--- src/rtl/sprite_rasterizer.sv ---
// Frame-pass rasterizer: walks every object rectangle supplied by the object mux
// and emits one clipped VGA pixel write per clock in row-major order.
module sprite_rasterizer #(
    parameter int         NUM_OBJ   = 5,
    parameter logic [2:0] BG_COLOUR = 3'b000,
    parameter int         X_MAX     = 159,
    parameter int         Y_MAX     = 119
) (
    input  logic       clk,
    input  logic       resetn,
    input  logic       go,
    input  logic       erase,
    output logic [3:0] obj_sel,
    input  logic [7:0] start_x,
    input  logic [6:0] start_y,
    input  logic [4:0] width,
    input  logic [4:0] height,
    input  logic [2:0] color,
    output logic [7:0] vga_x,
    output logic [6:0] vga_y,
    output logic [2:0] vga_colour,
    output logic       plot,
    output logic       busy,
    output logic       done
);

    typedef enum logic [2:0] {IDLE, LOAD, SCAN, NEXT, DONE} state_t;

    localparam logic [8:0] X_LIM    = 9'(X_MAX);
    localparam logic [7:0] Y_LIM    = 8'(Y_MAX);
    localparam logic [3:0] LAST_SEL = 4'(NUM_OBJ - 1);

    state_t     state, state_next;
    logic [3:0] obj_sel_next;
    logic       erase_q, erase_q_next;
    logic [7:0] sx, sx_next;
    logic [6:0] sy, sy_next;
    logic [4:0] w, w_next, h, h_next;
    logic [2:0] col, col_next;
    logic [4:0] dx, dx_next, dy, dy_next;
    logic [7:0] vga_x_next;
    logic [6:0] vga_y_next;
    logic [2:0] vga_colour_next;
    logic       plot_next, busy_next, done_next;

    logic       last_x, last_y;
    logic [4:0] scan_dx, scan_dy;
    logic [7:0] pix_bx;
    logic [6:0] pix_by;
    logic [4:0] pix_ox, pix_oy;
    logic [8:0] sum_x;
    logic [7:0] sum_y;
    logic       visible;

    // The pixel registered at each edge is the one shown in the following cycle:
    // in LOAD it is (0,0) of the incoming rectangle, in SCAN the next scan position.
    assign last_x  = (dx == w - 5'd1);
    assign last_y  = (dy == h - 5'd1);
    assign scan_dx = last_x ? 5'd0 : dx + 5'd1;
    assign scan_dy = last_x ? dy + 5'd1 : dy;
    assign pix_bx  = (state == LOAD) ? start_x : sx;
    assign pix_by  = (state == LOAD) ? start_y : sy;
    assign pix_ox  = (state == LOAD) ? 5'd0 : scan_dx;
    assign pix_oy  = (state == LOAD) ? 5'd0 : scan_dy;
    assign sum_x   = {1'b0, pix_bx} + {4'b0000, pix_ox};
    assign sum_y   = {1'b0, pix_by} + {3'b000, pix_oy};
    assign visible = (sum_x <= X_LIM) && (sum_y <= Y_LIM);

    always_comb begin
        state_next      = state;
        obj_sel_next    = obj_sel;
        erase_q_next    = erase_q;
        sx_next         = sx;
        sy_next         = sy;
        w_next          = w;
        h_next          = h;
        col_next        = col;
        dx_next         = dx;
        dy_next         = dy;
        vga_x_next      = vga_x;
        vga_y_next      = vga_y;
        vga_colour_next = vga_colour;
        plot_next       = 1'b0;
        busy_next       = busy;
        done_next       = 1'b0;

        case (state)
            IDLE: begin
                if (go) begin
                    erase_q_next = erase;
                    obj_sel_next = 4'd0;
                    busy_next    = 1'b1;
                    state_next   = LOAD;
                end
            end
            LOAD: begin
                sx_next  = start_x;
                sy_next  = start_y;
                w_next   = width;
                h_next   = height;
                col_next = erase_q ? BG_COLOUR : color;
                dx_next  = 5'd0;
                dy_next  = 5'd0;
                if (width == 5'd0 || height == 5'd0) begin
                    state_next = NEXT;
                end else begin
                    state_next      = SCAN;
                    vga_x_next      = sum_x[7:0];
                    vga_y_next      = sum_y[6:0];
                    vga_colour_next = erase_q ? BG_COLOUR : color;
                    plot_next       = visible;
                end
            end
            SCAN: begin
                if (last_x && last_y) begin
                    state_next = NEXT;
                end else begin
                    dx_next    = scan_dx;
                    dy_next    = scan_dy;
                    vga_x_next = sum_x[7:0];
                    vga_y_next = sum_y[6:0];
                    plot_next  = visible;
                end
            end
            NEXT: begin
                if (obj_sel == LAST_SEL) begin
                    state_next = DONE;
                    busy_next  = 1'b0;
                    done_next  = 1'b1;
                end else begin
                    obj_sel_next = obj_sel + 4'd1;
                    state_next   = LOAD;
                end
            end
            DONE: begin
                state_next = IDLE;
            end
            default: begin
                state_next = IDLE;
            end
        endcase
    end

    always_ff @(posedge clk or negedge resetn) begin
        if (!resetn) begin
            state      <= IDLE;
            obj_sel    <= 4'd0;
            erase_q    <= 1'b0;
            sx         <= 8'd0;
            sy         <= 7'd0;
            w          <= 5'd0;
            h          <= 5'd0;
            col        <= 3'd0;
            dx         <= 5'd0;
            dy         <= 5'd0;
            vga_x      <= 8'd0;
            vga_y      <= 7'd0;
            vga_colour <= 3'd0;
            plot       <= 1'b0;
            busy       <= 1'b0;
            done       <= 1'b0;
        end else begin
            state      <= state_next;
            obj_sel    <= obj_sel_next;
            erase_q    <= erase_q_next;
            sx         <= sx_next;
            sy         <= sy_next;
            w          <= w_next;
            h          <= h_next;
            col        <= col_next;
            dx         <= dx_next;
            dy         <= dy_next;
            vga_x      <= vga_x_next;
            vga_y      <= vga_y_next;
            vga_colour <= vga_colour_next;
            plot       <= plot_next;
            busy       <= busy_next;
            done       <= done_next;
        end
    end

endmodule

--- config.mk ---
export PLATFORM = sky130hd
export DESIGN_NAME = sprite_rasterizer
export DESIGN_NICKNAME = d
export VERILOG_FILES = /design/src/rtl/sprite_rasterizer.sv
export SDC_FILE = /design/constraint.sdc
export NUM_CORES = 1
export LEC_CHECK = 0
export BUFFER_PORTS_ARGS = -buffer_cell sky130_fd_sc_hd__buf_4
export CAP_MARGIN = 20
export CORE_MARGIN = 1
export CORE_UTILIZATION = 57
export DETAILED_ROUTE_END_ITERATION = 7
export PLACE_DENSITY = 0.78
export SLEW_MARGIN = 0
export SYNTH_ARGS = -nofsm -noshare
export SYNTH_HDL_FRONTEND = slang
export SYNTH_SLANG_ARGS = --single-unit
--- constraint.sdc ---
create_clock -name clk -period 4.1 [get_ports clk]
set_clock_uncertainty 0.05 [all_clocks]
set_input_delay 0.41 -clock clk [delete_from_list [all_inputs] [get_ports clk]]
set_output_delay 0.41 -clock clk [all_outputs]
set_load 0.01 [all_outputs]
==> results of run 1 <==
## synthesized netlist by cell type, types with 2 or more instances
master,number
nor4_1,2
o21ai_0,17
o21a_1,2
o31ai_1,2
nor2b_1,4
or3_1,3
or4_1,2
fa_1,2
a22o_1,2
a21o_1,5
nand3_1,5
dfrtp_1,64
a211oi_1,5
xor2_1,14
inv_1,10
ha_1,16
mux2_2,11
nand2_1,68
o22ai_1,5
nand2b_1,6
nand4_1,4
nor3b_1,4
nand3b_1,2
xnor2_1,14
nor3_1,5
clkbuf_1,8
o21bai_1,3
a21oi_1,6
mux2i_1,5
mux2_4,10
nor2_1,31
## layout make-up
cell class / instances / area, um^2 / area share (%)
inverters: 10 / 37.5 / 0.892
well taps: 75 / 93.8 / 2.23
clock inverters: 4 / 45.0 / 1.07
flip-flops and latches: 64 / 1600 / 38.1
multi-input cells: 269 / 1860 / 44.2
clock buffers: 11 / 141 / 3.36
repair buffers: 57 / 428 / 10.2
## power breakdown
part	total (mW)	leakage (nW)	switching, mW	internal, mW
sequential	1.09	0.799	0.184	0.907
combinational	1.89	1.17	0.975	0.911
clock	0.526	0.0989	0.235	0.291
total	3.50	2.07	1.39	2.11
## final timing paths
path / startpoint / endpoint / slack [ns]
worst min-delay path: resetn / obj_sel[2]$_DFFE_PN0P_ / 0.1
worst min register to register: vga_colour[1]$_DFFE_PN0P_ / vga_colour[1]$_DFFE_PN0P_ / 0.43
max in group asynchronous: resetn / vga_x[5]$_DFFE_PN0P_ / 3.38
min in group clk: width[2] / w[2]$_DFFE_PN0P_ / 0.22
worst max register to register: w[0]$_DFFE_PN0P_ / vga_x[6]$_DFFE_PN0P_ / 0.34
worst max-delay path: w[0]$_DFFE_PN0P_ / vga_x[6]$_DFFE_PN0P_ / 0.34
## state kept, by name (all words and copies together), names as in the netlist
register and count:
sx 8, vga_x 8, sy 7, vga_y 7, dx 5, dy 5
h 5, w 5, obj_sel 4, state 3, vga_colour 3, busy 1
done 1, erase_q 1, plot 1
## critical path: stages (launching register included)
cell and delay [ns]:
dfrtp_1 0.40, inv_1 0.08, ha_1 0.18, nor3b_1 0.28, xnor2_1 0.18, nor3_4 0.47, or2_2 0.24, nor2_1 0.05
ha_1 0.23, fa_1 0.43, a211oi_1 0.31, nor2_1 0.10, nor2_1 0.16, nor2_1 0.07, xor2_1 0.15, mux2_4 0.25
## metrics by stage
stage	setup WS, ns	std cells	cell area, um^2	utilization [%]
after floorplan	0.612	354	3560	-
after global placement	0.557	475	4020	67.1
after detailed placement	0.411	475	4020	67.1
after CTS	0.353	490	4210	70.3
after global routing	0.152	490	4210	70.3
final	0.337	490	4210	70.3
## cell families (layout without fill, tap and decap cells)
group                      Yosys count  count (layout)
DFF                                 64              64
buffers and inverters               21              82
xor gates and xnor gates            29              29
AOI/OAI and AO/OA                   51              51
adders and majority gates           18              18
and+or+nand+nor                    145             145
muxes                               26              26
## layer usage
metal | up-vias | wire length, um
li1 | 1329 | -
met1 | 1267 | 3310
met2 | 69 | 3280
met3 | 14 | 310
met4 | 0 | 168
met5 | - | 0
==> summary.txt, run 1 <==
Clocking
  – CTS buffer count: 9
  – Reg clk slew, reported paths: 0.07 ns
  – Hold Buf Count CTS: 0
  – Clock Path Buffers: 2
  – H-Tree Depth: 3
  – Root buf cell: clkbuf_8
  – Worst skew pair latency: between 0.3 and 0.4 ns
  – CTS tree: built
  – Post-CTS Resized: 0
  – Setup bufs post-CTS: 0
  – Clk sinks: 64

Drt
  – Pre-antenna DRT Iters: 4
  – Routed wire length: 7070 um
  – Initial DRC Count: 86
  – DR WL/cell: 14.4 um
  – Via count: roughly 2,700
  – Vias per inst: 5.47
  – Final ANT Viol Nets: 0
  – # DRC: 0

Placed design
  – IO Port Bufs: 56
  – Final GP Congestion: between 0.8 and 0.9
  – Detailed placer's ending HPWL: 5080 um

Flow run
  – Total of max-cap violations: 0

Finish
  – Commonest non-fill, non-tap cell in the layout: nand2_1
  – Antenna Cells: 0
  – Syn-to-layout area delta: 18.2%
  – Most frequent cells in the layout: nand2_1 (68), dfrtp_1 (64), buf_4 (57)
  – Share of layout cells above drive strength 1: 24.1%
  – Filler cells: 473
  – Fin nets: 461

Timing
  – Hold_ws: 0.0977 ns
  – F_max: 0.266 GHz
  – Final Slew Violations: 0
  – TNS Setup: 0 ns
  – Hold Vio Cnt, Final: 0
  – Slew HR: between 20% and 30%
  – Min cycle time layout: between 3 and 4 ns
  – Setup Viol. Count Final: 0
  – Worst-Margin Slew: around 1.1 ns
  – Period utilisation layout: between 90% and 100%
  – RSZ-0062 raised after global routing: false

Power and ir drop
  – Power Density: about 830 nW/um^2
  – Worst VDD drop: 0.000529 V
  – Leakage power: approximately 2.1 nW
  – Power, Total: 3.50 mW

Global route
  – Largest net degree at the start of global routing: 65
  – First-pass GRT wire length: between 10,000 and 15,000 um
  – Grt met3 use: 4.61%
  – Total Routing Usage GR: 24.3%
  – Top Usage Layer GRT: met2
  – Number of global-route vias before repair: between 2,000 and 3,000
  – Grt met2 use: 39.1%
  – Initial antenna violation count: 0
  – Grt total ovfl: 0
  – Met1 GRT Util: 31.1%

Floorplanning
  – Core footprint: ~6000 um^2
  – Cell Rows: 28
  – Ports: 57
  – Die Footprint: about 6600 um^2
  – Die Wd: 81.0 um
  – Die Ht: ~80 um
  – Initial core utilization: about three fifths

Logic synthesis
  – XOR/XNOR Fraction of Synth Area: 7.52%
  – Synthesized area: 3560 um^2
  – Yosys warns: 0
  – Seq cells post-synth: 64
  – Proportion of synthesized area in mux cells: 9.10%
  – Largest area contributor in the netlist: dfrtp_1
  – Async SR Flop Fraction: 100%
  – Sequential-to-total area share from yosys stat: 45.0%
  – Synth cell types: 48
  – Area share of the largest cell type after synthesis: 45.0%
  – Mean Syn Cell Area: just over 10 um^2
  – Post-synth EDFFs: 0
  – Post-synthesis adder-cell area fraction: 6.75%
  – Simple-Gate Fraction of Synth Area: 19.5%
  – Mapped Nets: 404
  – Cells after synthesis: 354
  – Compound-Gate Fraction of Synth Area: a little under a tenth
  – Dominant synthesized flop cell: dfrtp_1
  – Largest family of logic cells by synthesized area: simple AND/OR/NAND/NOR gates
  – Ranking of synthesized cells by area: dfrtp_1 (45%), nand2_1 (7.2%), ha_1 (5.6%)

Critical path
  – Reg2reg path depth: 15
  – WP data required: 4.27 ns
  – CP Class: register to register
  – CP arrival: 3.93 ns
  – Critical Path Sink Type: register
  – CP max FO: 13
  – Crit start category: register

Run status
  – Status: completed

Worst hold path
  – Hold Path Class: primary input to async pin
Power figures use the tool's default switching activity.
==> run 2: changes to the inputs <==
--- a/config.mk
+++ b/config.mk
@@ -7,11 +7,11 @@
 export LEC_CHECK = 0
 export BUFFER_PORTS_ARGS = -buffer_cell sky130_fd_sc_hd__buf_4
 export CAP_MARGIN = 20
-export CORE_MARGIN = 1
-export CORE_UTILIZATION = 57
+export CORE_MARGIN = 4
+export CORE_UTILIZATION = 55
 export DETAILED_ROUTE_END_ITERATION = 7
-export PLACE_DENSITY = 0.78
-export SLEW_MARGIN = 0
+export PLACE_DENSITY = 0.76
+export SLEW_MARGIN = 40
 export SYNTH_ARGS = -nofsm -noshare
 export SYNTH_HDL_FRONTEND = slang
 export SYNTH_SLANG_ARGS = --single-unit
==> summary.txt, run 2 (synthesis gave the netlist of run 1 again) <==
Drt
  – Vias per inst: 5.56
  – # DRC: 0
  – Via count: 2,740
  – DR WL/cell: 15.6 um
  – Initial DRC Count: 229
  – Final ANT Viol Nets: 0
  – Routed wire length: 7700 um
  – Pre-antenna DRT Iters: 4

Global route
  – Number of global-route vias before repair: 2,797
  – Total Routing Usage GR: 21.8%
  – Grt total ovfl: 0
  – Largest net degree at the start of global routing: 65
  – Initial antenna violation count: 0
  – First-pass GRT wire length: 13,100 um

Finish
  – Largest registers: sx: 8 flops, vga_x: 8 flops
  – Share of layout cells above drive strength 1: roughly a quarter
  – Filler cells: 530
  – Antenna Cells: 0
  – Core Util, Final: 67.0%
  – Commonest non-fill, non-tap cell in the layout: nand2_1
  – Fin nets: 462
  – Most frequent cells in the layout: nand2_1 (68), dfrtp_1 (64), buf_4 (57)
  – Finished layout cell area: between 4000 and 5000 um^2
  – Multi-input logic area: about 1900 um^2
  – Reg area: roughly 1600 um^2
  – Syn-to-layout area delta: 18.8%
  – Cell Count, Final, Fillers Out: 493

Timing
  – Min cycle time layout: ~3.8 ns
  – TNS Setup: 0 ns
  – Final Slew Violations: 0
  – F_max: between 0.2 and 0.3 GHz
  – Setup Viol. Count Final: 0
  – Slew HR: 56.6%
  – Hold_ws: -0.0122 ns
  – RSZ-0062 raised after global routing: false
  – Period utilisation layout: 91.9%
  – Hold Vio Cnt, Final: 6
  – Worst-Margin Slew: 0.649 ns
  – Setup ws final: 0.330 ns

Worst hold path
  – Hold Path Class: primary input to async pin

Power and ir drop
  – Leakage power: 2.08 nW
  – Power, Total: 3.55 mW
  – Power Density: 840 nW/um^2
  – Worst VDD drop: 0.000581 V

Placed design
  – Cell area after placement: 4040 um^2
  – DP Worst Slack: between 0.3 and 0.4 ns
  – Final GP Congestion: 0.851
  – Placed instance count: 478
  – IO Port Bufs: 56
  – Detailed placer's ending HPWL: 5600 um

Critical path
  – WP data required: 4.28 ns
  – Critical Path Sink Type: register
  – Max incr delay on CP: 0.49 ns
  – Crit-path cells: inv_1 -> ha_1 -> nor3b_1 -> xnor2_1 -> nor3_4 -> nor2b_1 -> o21a_1 -> ha_1 -> fa_1 -> a211oi_1 -> nor2_1 -> and2_1 -> o21ai_0 -> xnor2_1 -> mux2_4
  – Reg2reg path depth: 15
  – CP arrival: 3.95 ns
  – CP Class: register to register
  – Reg2reg start: w[0]$_DFFE_PN0P_
  – Reg2Reg Capture Point: vga_y[6]$_DFFE_PN0P_
  – CP max FO: 13
  – CP max-delay cell: nor3_4
  – Crit start category: register
  – R2R setup slack: 0.33 ns

Clocking
  – CTS buffer count: 9
  – Reg clk slew, reported paths: 0.07 ns
  – Clock Path Buffers: 2
  – Setup bufs post-CTS: 0
  – Clk sinks: 64
  – Hold Buf Count CTS: 0
  – Worst skew pair latency: 0.34 ns
  – H-Tree Depth: 3
  – Post-CTS Resized: 0
  – CTS tree: built
  – Root buf cell: clkbuf_8

Run status
  – Failing checks: negative hold slack
  – Status: finished, violations left

Floorplanning
  – Core footprint: 6310 um^2
  – Ports: 57
  – Cell Rows: 29
  – Initial core utilization: 56.4%
  – Die Ht: between 80 and 90 um
  – Die Footprint: 7830 um^2
  – Die Wd: roughly 88 um

Flow run
  – Total of max-cap violations: 0
==> run 2: changes by cell type in the layout (fill, tap and decap cells not counted) <==
cell	before	now
buf_6	0	1
or2_1	1	0
nor4b_1	1	0
nor4b_2	0	1
or2_2	1	2
==> run 2: layout make-up <==
| type | count | share of cell area (%) |
|---|---|---|
| multi-input combinational | 269 | 44.2 |
| sequential | 64 | 37.9 |
| timing repair buffer | 58 | 10.4 |
| clock buffer | 11 | 3.34 |
| tap | 77 | 2.28 |
| clock inverter | 4 | 1.07 |
| inverter | 10 | 0.888 |
==> run 2: power by group <==
part	switching, mW	internal, mW
clock network	0.238	0.291
logic	1.00	0.920
registers	0.191	0.908
total	1.43	2.12
==> run 2: metal layers <==
layer	part of all wire, %	track usage [%]	up-vias
met5	0	0	-
met4	1.7	7.69	0
met3	5.8	6.61	14
met2	49	34.9	65
met1	44	28.4	1331
li1	-	-	1330
==> run 2: critical path: cells and delay by family, from the launching register on <==
family	cells	cell delay [ns]
AO/OA/AOI/OAI	3	0.63
XOR/XNOR	2	0.26
adder cells (fa/ha/maj)	3	0.79
buffers and inverters	1	0.11
flip-flops	1	0.41
multiplexers	1	0.25
AND/OR/NAND/NOR	5	1.14
==> run 2: worst max-delay path by stage <==
stage | from | endpoint | slack (ns) | cells past startpoint
floorplan | w[0]$_DFFE_PN0P_ | vga_y[6]$_DFFE_PN0P_ | 0.61 | 16
global placement | w[0]$_DFFE_PN0P_ | vga_y[6]$_DFFE_PN0P_ | 0.56 | 15
detailed placement | w[0]$_DFFE_PN0P_ | vga_y[6]$_DFFE_PN0P_ | 0.33 | 15
CTS | w[0]$_DFFE_PN0P_ | vga_y[6]$_DFFE_PN0P_ | 0.29 | 15
global route | w[0]$_DFFE_PN0P_ | vga_y[6]$_DFFE_PN0P_ | 0.02 | 15
finish | w[0]$_DFFE_PN0P_ | vga_y[6]$_DFFE_PN0P_ | 0.33 | 15
==> run 3: changes to the inputs <==
--- a/config.mk
+++ b/config.mk
@@ -8,9 +8,9 @@
 export BUFFER_PORTS_ARGS = -buffer_cell sky130_fd_sc_hd__buf_4
 export CAP_MARGIN = 20
 export CORE_MARGIN = 4
-export CORE_UTILIZATION = 55
+export CORE_UTILIZATION = 57
 export DETAILED_ROUTE_END_ITERATION = 7
-export PLACE_DENSITY = 0.76
+export PLACE_DENSITY = 0.78
 export SLEW_MARGIN = 40
 export SYNTH_ARGS = -nofsm -noshare
 export SYNTH_HDL_FRONTEND = slang
==> summary.txt, run 3 (synthesis gave the netlist of run 1 again) <==
Drt
  – # DRC: 0
  – Final ANT Viol Nets: 0
  – Pre-antenna DRT Iters: 4
  – Routed wire length: 7520 um
  – DR WL/cell: 15.3 um
  – Vias per inst: 5.50
  – Via count: roughly 2,700
  – Initial DRC Count: 120

Clocking
  – CTS buffer count: 9
  – Post-CTS Resized: 0
  – Hold Buf Count CTS: 0
  – CTS tree: built
  – Reg clk slew, reported paths: roughly 0.070 ns
  – Worst skew pair latency: 0.35 ns
  – Root buf cell: clkbuf_8
  – Clock Path Buffers: 2
  – H-Tree Depth: 3
  – Clk sinks: 64
  – Setup bufs post-CTS: 0

Finish
  – Antenna Cells: 0
  – Filler cells: 470
  – Largest registers: sx: 8 flops, vga_x: 8 flops
  – Most frequent cells in the layout: nand2_1 (68), dfrtp_1 (64), buf_4 (57)
  – Fin nets: about 460
  – Commonest non-fill, non-tap cell in the layout: nand2_1
  – Share of layout cells above drive strength 1: 24.8%
  – Syn-to-layout area delta: 19.2%
  – Finished layout cell area: 4250 um^2

Placed design
  – Detailed placer's ending HPWL: 5390 um
  – Cell area after placement: 4040 um^2
  – IO Port Bufs: 56
  – Final GP Congestion: 0.834

Power and ir drop
  – Power Density: 841 nW/um^2
  – Worst VDD drop: 0.000578 V
  – Leakage power: between 2 and 2.5 nW

Timing
  – Slew HR: between 40% and 50%
  – Min cycle time layout: about 3.7 ns
  – RSZ-0062 raised after global routing: false
  – TNS Setup: 0 ns
  – Period utilisation layout: 90.4%
  – Final Slew Violations: 0
  – Hold Vio Cnt, Final: 19
  – Hold_ws: -0.0220 ns
  – Setup Viol. Count Final: 0
  – F_max: 0.270 GHz
  – Worst-Margin Slew: 0.832 ns

Floorplanning
  – Die Wd: 87.0 um
  – Die Ht: 87.0 um
  – Core footprint: roughly 6000 um^2
  – Die Footprint: approximately 7600 um^2
  – Ports: 57
  – Initial core utilization: between 50% and 60%
  – Cell Rows: 28

Global route
  – Largest net degree at the start of global routing: 65
  – First-pass GRT wire length: between 10,000 and 15,000 um
  – Total Routing Usage GR: 22.4%
  – Initial antenna violation count: 0
  – Number of global-route vias before repair: 2,844
  – Grt total ovfl: 0

Critical path
  – WP data required: ~4.3 ns
  – Reg2reg path depth: 15
  – Crit start category: register
  – Critical Path Sink Type: register
  – CP arrival: 3.88 ns
  – CP Class: register to register
  – CP max FO: 13

Run status
  – Status: finished, violations left
  – Failing checks: negative hold slack

Flow run
  – Total of max-cap violations: 0

Worst hold path
  – Hold Path Class: primary input to async pin
## run 3: per-layer routing
metal | up-vias | track usage [%] | share of wire (%) | wire length, um
met1 | 1288 | 28.6 | 44 | 3330
met4 | 0 | 10.3 | 2.2 | 165
met5 | - | 0 | 0 | 0
met3 | 20 | 4.92 | 5.5 | 417
met2 | 75 | 36.2 | 48 | 3610
li1 | 1318 | - | - | -
## run 3: worst paths after layout
check / start / end / slack [ns]
max: w[0]$_DFFE_PN0P_ / vga_x[6]$_DFFE_PN0P_ / 0.39
min: resetn / obj_sel[2]$_DFFE_PN0P_ / -0.02
max reg2reg: w[0]$_DFFE_PN0P_ / vga_x[6]$_DFFE_PN0P_ / 0.39
min reg2reg: vga_colour[2]$_DFFE_PN0P_ / vga_colour[2]$_DFFE_PN0P_ / 0.43
max in group asynchronous: resetn / sx[7]$_DFF_PN0_ / 3.59
min in group clk: height[2] / h[2]$_DFFE_PN0P_ / 0.21
## run 3: cell type report
class	count	area [um^2]	share of cell area, %
inverter	10	37.5	0.884
clock inverter	3	40.0	0.943
timing repair buffer	58	439	10.3
multi-input combinational	269	1870	44.0
clock buffer	12	165	3.89
sequential	64	1600	37.7
tap	75	93.8	2.21
## run 3: worst max-delay path: stages, from the launching register on
cell and delay (ns):
dfrtp_1 0.40, inv_1 0.09, ha_1 0.17, nor3b_1 0.24, xnor2_1 0.17, nor3_4 0.49
or2_2 0.24, nor2_1 0.06, ha_1 0.22, fa_1 0.42, a211oi_1 0.26, nor2_1 0.09
nor2_1 0.16, nor2_1 0.08, xor2_1 0.17, mux2_4 0.26
## run 3: metrics by stage
stage	instances	total power [mW]	setup slack, ns	utilization (%)
2_1_floorplan	354	2.52	0.612	-
5_1_grt	491	3.87	0.0843	70.9
3_3_place_gp	476	2.94	0.553	67.3
6_report	491	3.57	0.394	70.9
3_5_place_dp	476	3.00	0.452	67.4
4_1_cts	491	3.60	0.421	70.8
## run 3: report_power, final
part	switching, mW	internal, mW	leakage [nW]
combinational	0.995	0.924	1.18
sequential	0.186	0.907	0.799
clock	0.234	0.325	0.108
total	1.42	2.16	2.09
